[src/rtl/apb_i2c_bridge_fifo.sv]
// APB slave bridge to an I2C core: TX/RX FIFOs, CONFIG/TIMEOUT/INT_EN registers, sticky status.
// Define APB_I2C_SLVERR_EN to report protocol errors on PSLVERR; otherwise such accesses are silently ignored.
module apb_i2c_bridge_fifo #(
  parameter int DATA_W     = 32,
  parameter int FIFO_DEPTH = 8,
  parameter int CFG_W      = 14,
  parameter int TMO_W      = 14
) (
  input  logic              PCLK,
  input  logic              PRESETn,
  input  logic              PSELx,
  input  logic              PENABLE,
  input  logic              PWRITE,
  input  logic [31:0]       PADDR,
  input  logic [DATA_W-1:0] PWDATA,
  output logic [DATA_W-1:0] PRDATA,
  output logic              PREADY,
  output logic              PSLVERR,
  output logic [DATA_W-1:0] TX_DATA,
  output logic              TX_VALID,
  input  logic              TX_READY,
  input  logic [DATA_W-1:0] RX_DATA,
  input  logic              RX_VALID,
  input  logic              ERROR,
  output logic [CFG_W-1:0]  I2C_CONFIG,
  output logic [TMO_W-1:0]  I2C_TIMEOUT,
  output logic              INT_TX,
  output logic              INT_RX,
  output logic              INT_ERR,
  output logic [1:0]        o_fsm_state
);

  localparam int AW = $clog2(FIFO_DEPTH);
  localparam int PW = AW + 1;

  // APB handshake: a transfer is SETUP -> WAIT -> ACCESS; PREADY is high only in ACCESS.
  // All side effects commit on the edge leaving WAIT, while the master still holds the bus.
  typedef enum logic [1:0] {S_IDLE, S_SETUP, S_WAIT, S_ACCESS} state_t;
  state_t r_state, w_next;

  always_ff @(posedge PCLK or negedge PRESETn) begin
    if (!PRESETn) r_state <= S_IDLE;
    else          r_state <= w_next;
  end

  always_comb begin
    w_next = r_state;
    case (r_state)
      S_IDLE:   if (PSELx && !PENABLE) w_next = S_SETUP;
      S_SETUP:  if (!PSELx) w_next = S_IDLE;
                else if (PENABLE) w_next = S_WAIT;
      S_WAIT:   w_next = S_ACCESS;
      S_ACCESS: w_next = (PSELx && !PENABLE) ? S_SETUP : S_IDLE;
      default:  w_next = S_IDLE;
    endcase
  end

  assign o_fsm_state = r_state;

  logic w_commit, w_hi_ok;
  logic w_sel_tx, w_sel_rx, w_sel_cfg, w_sel_tmo, w_sel_st, w_sel_ien, w_sel_clr, w_mapped;
  assign w_commit  = (r_state == S_WAIT);
  assign w_hi_ok   = (PADDR[31:8] == 24'h0);
  assign w_sel_tx  = w_hi_ok && (PADDR[7:0] == 8'h00);
  assign w_sel_rx  = w_hi_ok && (PADDR[7:0] == 8'h04);
  assign w_sel_cfg = w_hi_ok && (PADDR[7:0] == 8'h08);
  assign w_sel_tmo = w_hi_ok && (PADDR[7:0] == 8'h0C);
  assign w_sel_st  = w_hi_ok && (PADDR[7:0] == 8'h10);
  assign w_sel_ien = w_hi_ok && (PADDR[7:0] == 8'h14);
  assign w_sel_clr = w_hi_ok && (PADDR[7:0] == 8'h18);
  assign w_mapped  = w_sel_tx | w_sel_rx | w_sel_cfg | w_sel_tmo | w_sel_st | w_sel_ien | w_sel_clr;

  // Pointers carry one extra wrap bit so full and empty are distinguishable.
  logic [DATA_W-1:0] r_tx_mem [FIFO_DEPTH];
  logic [DATA_W-1:0] r_rx_mem [FIFO_DEPTH];
  logic [PW-1:0]     r_tx_wr, r_tx_rd, r_rx_wr, r_rx_rd;
  logic [PW-1:0]     w_tx_level, w_rx_level;
  logic              w_tx_empty, w_tx_full, w_rx_empty, w_rx_full;
  logic              w_tx_push, w_tx_pop, w_rx_push, w_rx_pop, w_ovf_set;

  assign w_tx_empty = (r_tx_wr == r_tx_rd);
  assign w_tx_full  = (r_tx_wr[AW-1:0] == r_tx_rd[AW-1:0]) && (r_tx_wr[AW] != r_tx_rd[AW]);
  assign w_rx_empty = (r_rx_wr == r_rx_rd);
  assign w_rx_full  = (r_rx_wr[AW-1:0] == r_rx_rd[AW-1:0]) && (r_rx_wr[AW] != r_rx_rd[AW]);
  assign w_tx_level = r_tx_wr - r_tx_rd;
  assign w_rx_level = r_rx_wr - r_rx_rd;

  assign w_tx_push = w_commit & PWRITE & w_sel_tx & ~w_tx_full;
  assign w_tx_pop  = ~w_tx_empty & TX_READY;
  assign w_rx_push = RX_VALID & ~w_rx_full;
  assign w_ovf_set = RX_VALID & w_rx_full;
  assign w_rx_pop  = w_commit & ~PWRITE & w_sel_rx & ~w_rx_empty;

  always_ff @(posedge PCLK) begin
    if (w_tx_push) r_tx_mem[r_tx_wr[AW-1:0]] <= PWDATA;
    if (w_rx_push) r_rx_mem[r_rx_wr[AW-1:0]] <= RX_DATA;
  end

  always_ff @(posedge PCLK or negedge PRESETn) begin
    if (!PRESETn) begin
      r_tx_wr <= '0;
      r_tx_rd <= '0;
      r_rx_wr <= '0;
      r_rx_rd <= '0;
    end else begin
      if (w_tx_push) r_tx_wr <= r_tx_wr + PW'(1);
      if (w_tx_pop)  r_tx_rd <= r_tx_rd + PW'(1);
      if (w_rx_push) r_rx_wr <= r_rx_wr + PW'(1);
      if (w_rx_pop)  r_rx_rd <= r_rx_rd + PW'(1);
    end
  end

  assign TX_VALID = ~w_tx_empty;
  assign TX_DATA  = w_tx_empty ? '0 : r_tx_mem[r_tx_rd[AW-1:0]];

  logic [CFG_W-1:0] r_cfg;
  logic [TMO_W-1:0] r_tmo;
  logic [2:0]       r_inten;
  logic             r_rx_ovf, r_core_err;
  logic             w_clr_ovf, w_clr_err;

  assign w_clr_ovf = w_commit & PWRITE & w_sel_clr & PWDATA[4];
  assign w_clr_err = w_commit & PWRITE & w_sel_clr & PWDATA[5];

  // Sticky bits: a set in the same cycle as a W1C clear wins.
  always_ff @(posedge PCLK or negedge PRESETn) begin
    if (!PRESETn) begin
      r_cfg      <= '0;
      r_tmo      <= '0;
      r_inten    <= '0;
      r_rx_ovf   <= 1'b0;
      r_core_err <= 1'b0;
    end else begin
      if (w_commit & PWRITE & w_sel_cfg) r_cfg   <= PWDATA[CFG_W-1:0];
      if (w_commit & PWRITE & w_sel_tmo) r_tmo   <= PWDATA[TMO_W-1:0];
      if (w_commit & PWRITE & w_sel_ien) r_inten <= PWDATA[2:0];
      r_rx_ovf   <= w_ovf_set | (r_rx_ovf & ~w_clr_ovf);
      r_core_err <= ERROR | (r_core_err & ~w_clr_err);
    end
  end

  assign I2C_CONFIG  = r_cfg;
  assign I2C_TIMEOUT = r_tmo;
  assign INT_TX  = r_inten[0] & w_tx_empty;
  assign INT_RX  = r_inten[1] & ~w_rx_empty;
  assign INT_ERR = r_inten[2] & (r_rx_ovf | r_core_err);

  logic [DATA_W-1:0] w_status, w_rdata;
  assign w_status = DATA_W'({8'(w_rx_level), 8'(w_tx_level), 2'b00, r_core_err, r_rx_ovf,
                             w_rx_full, w_rx_empty, w_tx_full, w_tx_empty});

  always_comb begin
    w_rdata = '0;
    if (!PWRITE) begin
      if (w_sel_rx && !w_rx_empty) w_rdata = r_rx_mem[r_rx_rd[AW-1:0]];
      if (w_sel_cfg)               w_rdata = DATA_W'(r_cfg);
      if (w_sel_tmo)               w_rdata = DATA_W'(r_tmo);
      if (w_sel_st)                w_rdata = w_status;
      if (w_sel_ien)               w_rdata = DATA_W'(r_inten);
    end
  end

  logic w_err;
`ifdef APB_I2C_SLVERR_EN
  assign w_err = ~w_mapped
               | (PWRITE & w_sel_tx & w_tx_full)
               | (~PWRITE & w_sel_rx & w_rx_empty)
               | (PWRITE & (w_sel_rx | w_sel_st))
               | (~PWRITE & (w_sel_tx | w_sel_clr));
`else
  assign w_err = 1'b0;
`endif

  logic [DATA_W-1:0] r_prdata;
  logic              r_pready, r_pslverr;

  always_ff @(posedge PCLK or negedge PRESETn) begin
    if (!PRESETn) begin
      r_prdata  <= '0;
      r_pready  <= 1'b0;
      r_pslverr <= 1'b0;
    end else begin
      r_pready  <= w_commit;
      r_pslverr <= w_commit & w_err & w_mapped | w_commit & w_err & ~w_mapped;
      if (w_commit) r_prdata <= w_rdata;
    end
  end

  assign PRDATA  = r_prdata;
  assign PREADY  = r_pready;
  assign PSLVERR = r_pslverr;

endmodule

[config.mk]
export PLATFORM = sky130hd
export DESIGN_NAME = apb_i2c_bridge_fifo
export DESIGN_NICKNAME = d
export VERILOG_FILES = /design/src/rtl/apb_i2c_bridge_fifo.sv
export SDC_FILE = /design/constraint.sdc
export NUM_CORES = 1
export LEC_CHECK = 0
export CORE_MARGIN = 5
export CORE_UTILIZATION = 30
export DETAILED_ROUTE_END_ITERATION = 10
export HOLD_SLACK_MARGIN = 0.1
export MAX_ROUTING_LAYER = met4
export PLACE_DENSITY = 0.45
export SETUP_SLACK_MARGIN = 0.3
export SYNTH_ARGS = -nofsm -noshare
export SYNTH_HDL_FRONTEND = slang
export SYNTH_SLANG_ARGS = --single-unit
[constraint.sdc]
create_clock -name PCLK -period 15.3 [get_ports PCLK]
set_clock_uncertainty 0.2 [all_clocks]
set_input_delay 3.06 -clock PCLK [delete_from_list [all_inputs] [get_ports PCLK]]
set_output_delay 3.06 -clock PCLK [all_outputs]
set_load 0.02 [all_outputs]
* Word level (Yosys, flattened, before mapping)
Memory sizes are Yosys's and may differ from the RTL's. Cells that the tools add are included.
Storage, ports and cells: register bits 84, bits in writable memories 512, input bits 104, output and inout bits 100, word-level logic and storage cells 100, memories kept 2
Memories:
- r_rx_mem | depth 8, width 32, read ports 1, clocked after Yosys merged registers in 0, wr ports 1, RTL line 75 | logic [DATA_W-1:0] r_rx_mem [FIFO_DEPTH];
- r_tx_mem | depth 8, width 32, read ports 1, clocked after Yosys merged registers in 0, wr ports 1, RTL line 74 | logic [DATA_W-1:0] r_tx_mem [FIFO_DEPTH];
Cells by class: add/sub/neg operators 6, eq/ne operators 17, muxes and demuxes 16, bitwise gates (word level) 30, reductions and logical operators 17
Operator list (number):
- 2-to-1 mux 32 bit | 7
- == test 8 x 5 -> 1 bit, second input constant | 3
- logical NOT 24 bit | 1
- AND 1 bit | 20
- adder 4 x 1 -> 4 bit, second input constant | 4
- == test 8 x 4 -> 1 bit, second input constant | 2
- logical AND 1 bit | 11
- == test 4 bit | 2
- == test 8 x 3 -> 1 bit, second input constant | 1
- logical NOT 8 bit | 1
- case mux 2 bit (4 select lines) | 1
- subtractor 4 bit | 2
- NOT 1 bit | 7
- == test 3 bit | 2
- 2-to-1 mux 2 bit | 3
- 2-to-1 mux 1 bit | 5
- == test 2 bit, second input constant | 2
- inequality test 3 bit, second input constant | 1
- OR 1 bit | 3
- == test 2 x 1 -> 1 bit, second input constant | 1
- logical NOT 1 bit | 2
- logical NOT 2 bit | 1
- inequality test 1 bit | 2
- inequality test 2 bit, second input constant | 1
- AND reduction 2 bit | 1

* Longest topological paths before layout
depth after elaboration 9, gate-level depth with buffers 11, gate-level depth less buffers 8

* Worst setup path before layout
No wires, ideal clock.
path kind input port to flip-flop, start point in PADDR[13], end point mem r_tx_mem[0][0] (enable), library setup time 0.461 ns, arrival time 6.426 ns, setup slack 8.213 ns, stages 5, path through nor4_1 > nand2_1 > nor4_4 > nand2_1 > nor3_1
Between the ends: word-level cells in the longest chain between the ends 6
Ends and longest elaborated chain:
- start: declaration | RTL line 14 | input logic [31:0] PADDR,
- logical NOT 24 bit | RTL line 63 | assign w_hi_ok = (PADDR[31:8] == 24'h0);
- logical AND 1 bit | RTL line 64 | assign w_sel_tx = w_hi_ok && (PADDR[7:0] == 8'h00);
- AND 1 bit (2 in a row) | RTL line 88 | assign w_tx_push = w_commit & PWRITE & w_sel_tx & ~w_tx_full;
- 2-to-1 mux 1 bit | RTL line 95 | if (w_tx_push) r_tx_mem[r_tx_wr[AW-1:0]] <= PWDATA;
- 2-to-1 mux 1 bit (implied by the code) | RTL line 95
- end: declaration | RTL line 74
No other way between the ends.

* Worst setup path after layout
start point reg r_tx_rd[0], end point out TX_DATA[4]
Between the ends: word-level cells in the longest chain between the ends 2, elaborated cells on any way between the ends 3
Ends and longest elaborated chain:
- start: declaration | RTL line 76 | logic [PW-1:0] r_tx_wr, r_tx_rd, r_rx_wr, r_rx_rd;
- start signal: assignment | RTL line 107 | if (w_tx_pop) r_tx_rd <= r_tx_rd + PW'(1);
- memory (8 x 32 bit) or == test 4 bit (tied branches)
- 2-to-1 mux 32 bit * | RTL line 114 | assign TX_DATA = w_tx_empty ? '0 : r_tx_mem[r_tx_rd[AW-1:0]];
- end: declaration | RTL line 19 | output logic [DATA_W-1:0] TX_DATA,
Mark *: on every way between the ends. The rest lies on a longest branch, timed or not.

==> results.sh <==
export IMPL_areaGrowthSynthToFinish_pct=24.53
export IMPL_post_route_period_util_pct=45.51
export IMPL_initial_core_util_pct=30.29
export IMPL_endpoint_kind="output pin"
export IMPL_rows=102
export IMPL_crit_family="buffers and inverters"
export IMPL_syn_instance_count=1201
export IMPL_dieArea_um2=84040
export IMPL_cp_max_fo=43
export IMPL_critPathLaunchType="flip-flop"
export IMPL_maxCapViolCount=0
export IMPL_p_per_area_nw_per_um2=156.5
export IMPL_tns_ns=0
export IMPL_slew_headroom_pct=28.06
export IMPL_grt_first_pass_wirelength_um=91110
export IMPL_drive_gt1_share_pct=20.83
export IMPL_synth_edf_count=512
export IMPL_synth_area_leaders="edfxtp_1 (65%), mux4_2 (12%), dfrtp_1 (8.9%)"
export IMPL_outcome="complete, no violations"
export IMPL_gr_usage_all_layers_pct=14.91
export IMPL_cp_required_ns=12.04
export IMPL_clk_insertion_delay_late_ns=0.61
export IMPL_grt_overflow=0
export IMPL_drc_errors=0
export IMPL_final_max_slew_viol_count=0
export IMPL_cts_hold_buf=0
export IMPL_firstDrtPassIters=6
export IMPL_core_area_um2=77590
export IMPL_grt_pass1_vias=13110
export IMPL_drtAntennaViolNets=0
export IMPL_antenna_found_initial=5
export IMPL_fillerInstances=7278
export IMPL_synthTopCellsByCount="edfxtp_1 (512), mux4_2 (128), nand2_1 (105)"
export IMPL_hp_class="flip-flop to flip-flop"
export IMPL_vdd_ir_drop_max_uv=72.42
export IMPL_slowest_delay_ns=1.01
export IMPL_grt_max_degree=66
export IMPL_path_cells="buf_4 > mux4_2 > nand2_1 > a21oi_1 > clkdlybuf4s50_1"
export IMPL_wl_per_cell_um=24.23
export IMPL_dr_total_vias=12130
export IMPL_tritoncts="built"
export IMPL_synth_seq_cells=596
export IMPL_final_nets=1563
export IMPL_clk_pin_slew_worst_paths_ns=0.06
export IMPL_die_x_um=289.9
export IMPL_yosys_warnings=0
export IMPL_syn_area_um2=23500
export IMPL_ys_seq_area_share_pct=74.36
export IMPL_fp_dieH_um=289.9
export IMPL_yosysTopAreaCellShare_pct=65.41
export IMPL_syn_nets=1317
export IMPL_cts_buffers=69
export IMPL_cp_data_arrival_time_ns=3.70
export IMPL_cts_max_level=3
export IMPL_synth_cell_types=59
export IMPL_final_util_pct=37.72
export IMPL_multi_input_area_um2=5784
export IMPL_yosys_area_top_type="edfxtp_1"
export IMPL_clock_sink_count=596
export IMPL_port_buffers=202
export IMPL_wl_um=61800
export IMPL_min_period_ns=6.964
export IMPL_max_clock_path_buffers=3
export IMPL_critPathKind="flip-flop to output pin"
export IMPL_ioPinCount=204
export IMPL_cts_resized=0
export IMPL_seqCellArea_um2=17490
export IMPL_drt_iter0_drc=753
export IMPL_p_leak_nw=9.823
export IMPL_synth_top_flop_cell="edfxtp_1"
export IMPL_yosysMostFrequentCell="edfxtp_1"
export IMPL_viasPerCell=4.755
export IMPL_rsz0062_at_grt="false"
export IMPL_setup_viol=0
export IMPL_finalHoldViolations=0
export IMPL_critical_path_buf_inv_count=2
export IMPL_ys_async_sr_fraction_pct=14.09
export IMPL_rrSetupSlack_ns=11.04
export IMPL_tightest_slew_ns=1.079
export IMPL_post_cts_buffers=0
export IMPL_syn_avg_cell_area_um2=19.57
export IMPL_root_buffer="clkbuf_16"
export IMPL_post_dp_hpwl_um=36900
export IMPL_gp_congestion=0.7657
export IMPL_maxClockFrequency_mhz=143.6
export IMPL_cp_slowest_cell="dfrtp_4"
registers in the layout, indices dropped and copies added, names as in the netlist, named ones only:
register	count
I2C_CONFIG	14
I2C_TIMEOUT	14
PRDATA	32
PREADY	1
o_fsm_state	1
r_core_err	1
r_inten	3
r_rx_mem	256
r_rx_ovf	1
r_rx_rd	4
r_rx_wr	4
r_tx_mem	256
r_tx_rd	4
r_tx_wr	4
worst reg2reg max path, delay by kind of cell (launching register included):
family	cells	cell delay [ns]
fa+ha+maj	1	0.42
buf+inv	3	1.37
simple gates	5	1.59
flops	1	0.36
cells by family (layout without fill, tap and decap cells):
family                     Yosys count  count (layout)  share of synthesized area [%]
adders and majority gates           12              12                         0.7027
AOI/OAI and AO/OA                  105             105                          2.901
other                                1               8                        0.01595
and+or+nand+nor                    189             189                          4.163
buffers and inverters               75             377                          1.469
xor gates and xnor gates            19              19                         0.7080
muxes                              204             204                          15.68
DFF                                596             596                          74.36
area by class of cell:
class	instances	area share (%)
diodes	7	0.05985
clock buffers	90	6.481
clock inverters	37	1.560
inverters	15	0.1924
multi-input cells	530	19.76
flip-flops and latches	596	59.75
well taps	1040	4.446
repair buffers	235	7.746
power breakdown:
part	leakage [nW]	internal (mW)	switching (mW)
Sequential	5.75	1.89	0.0737
Combinational	2.93	0.416	0.513
Clock	1.14	1.02	0.670
layout by cell type (no fill, tap or decap), types with 20 or more instances in the layout:
cell             Yosys  layout
a21oi_1             33      33
clkbuf_16            0      70
mux4_2             128     128
o21ai_0             27      27
clkdlybuf4s50_1      0     201
nand2_1            105     105
dfrtp_1             84      80
buf_4                5      34
edfxtp_1           512     512
mux2i_1             42      42
mux2_1              20      20
routing by layer:
layer	global-route usage, %	routed length (um)	up-vias
met4	4.196	1704	0
met5	-	0	-
met1	18.95	26340	6395
met3	3.717	3251	102
li1	-	-	5344
met2	24.01	30500	284
final timing paths:
kind,start,to,cells past startpoint
setup / recovery,r_tx_rd[0],TX_DATA[4],5
hold / removal,r_rx_rd[3],r_rx_rd[3],1
setup reg to reg,r_rx_rd[2],r_rx_mem[2][13],9
hold reg to reg,r_rx_rd[3],r_rx_rd[3],1
max in group asynchronous,PRESETn,r_tx_rd[0],2
min in group asynchronous,PRESETn,PRDATA[25],1
metrics by stage:
stage	power (mW)	std cells	worst slack, ns	instance area [um^2]	hold WS, ns
6_report	4.579	2550	8.336	29270	0.2871
5_1_grt	4.796	2548	7.996	29260	0.3076
4_1_cts	4.672	2543	8.148	29250	0.2894
3_5_place_dp	2.956	2416	8.786	26900	0.2758
3_3_place_gp	2.952	2416	8.764	26900	0.2679
2_1_floorplan	2.525	1201	8.213	23500	0.2607
(Power assumes the default switching activity.)
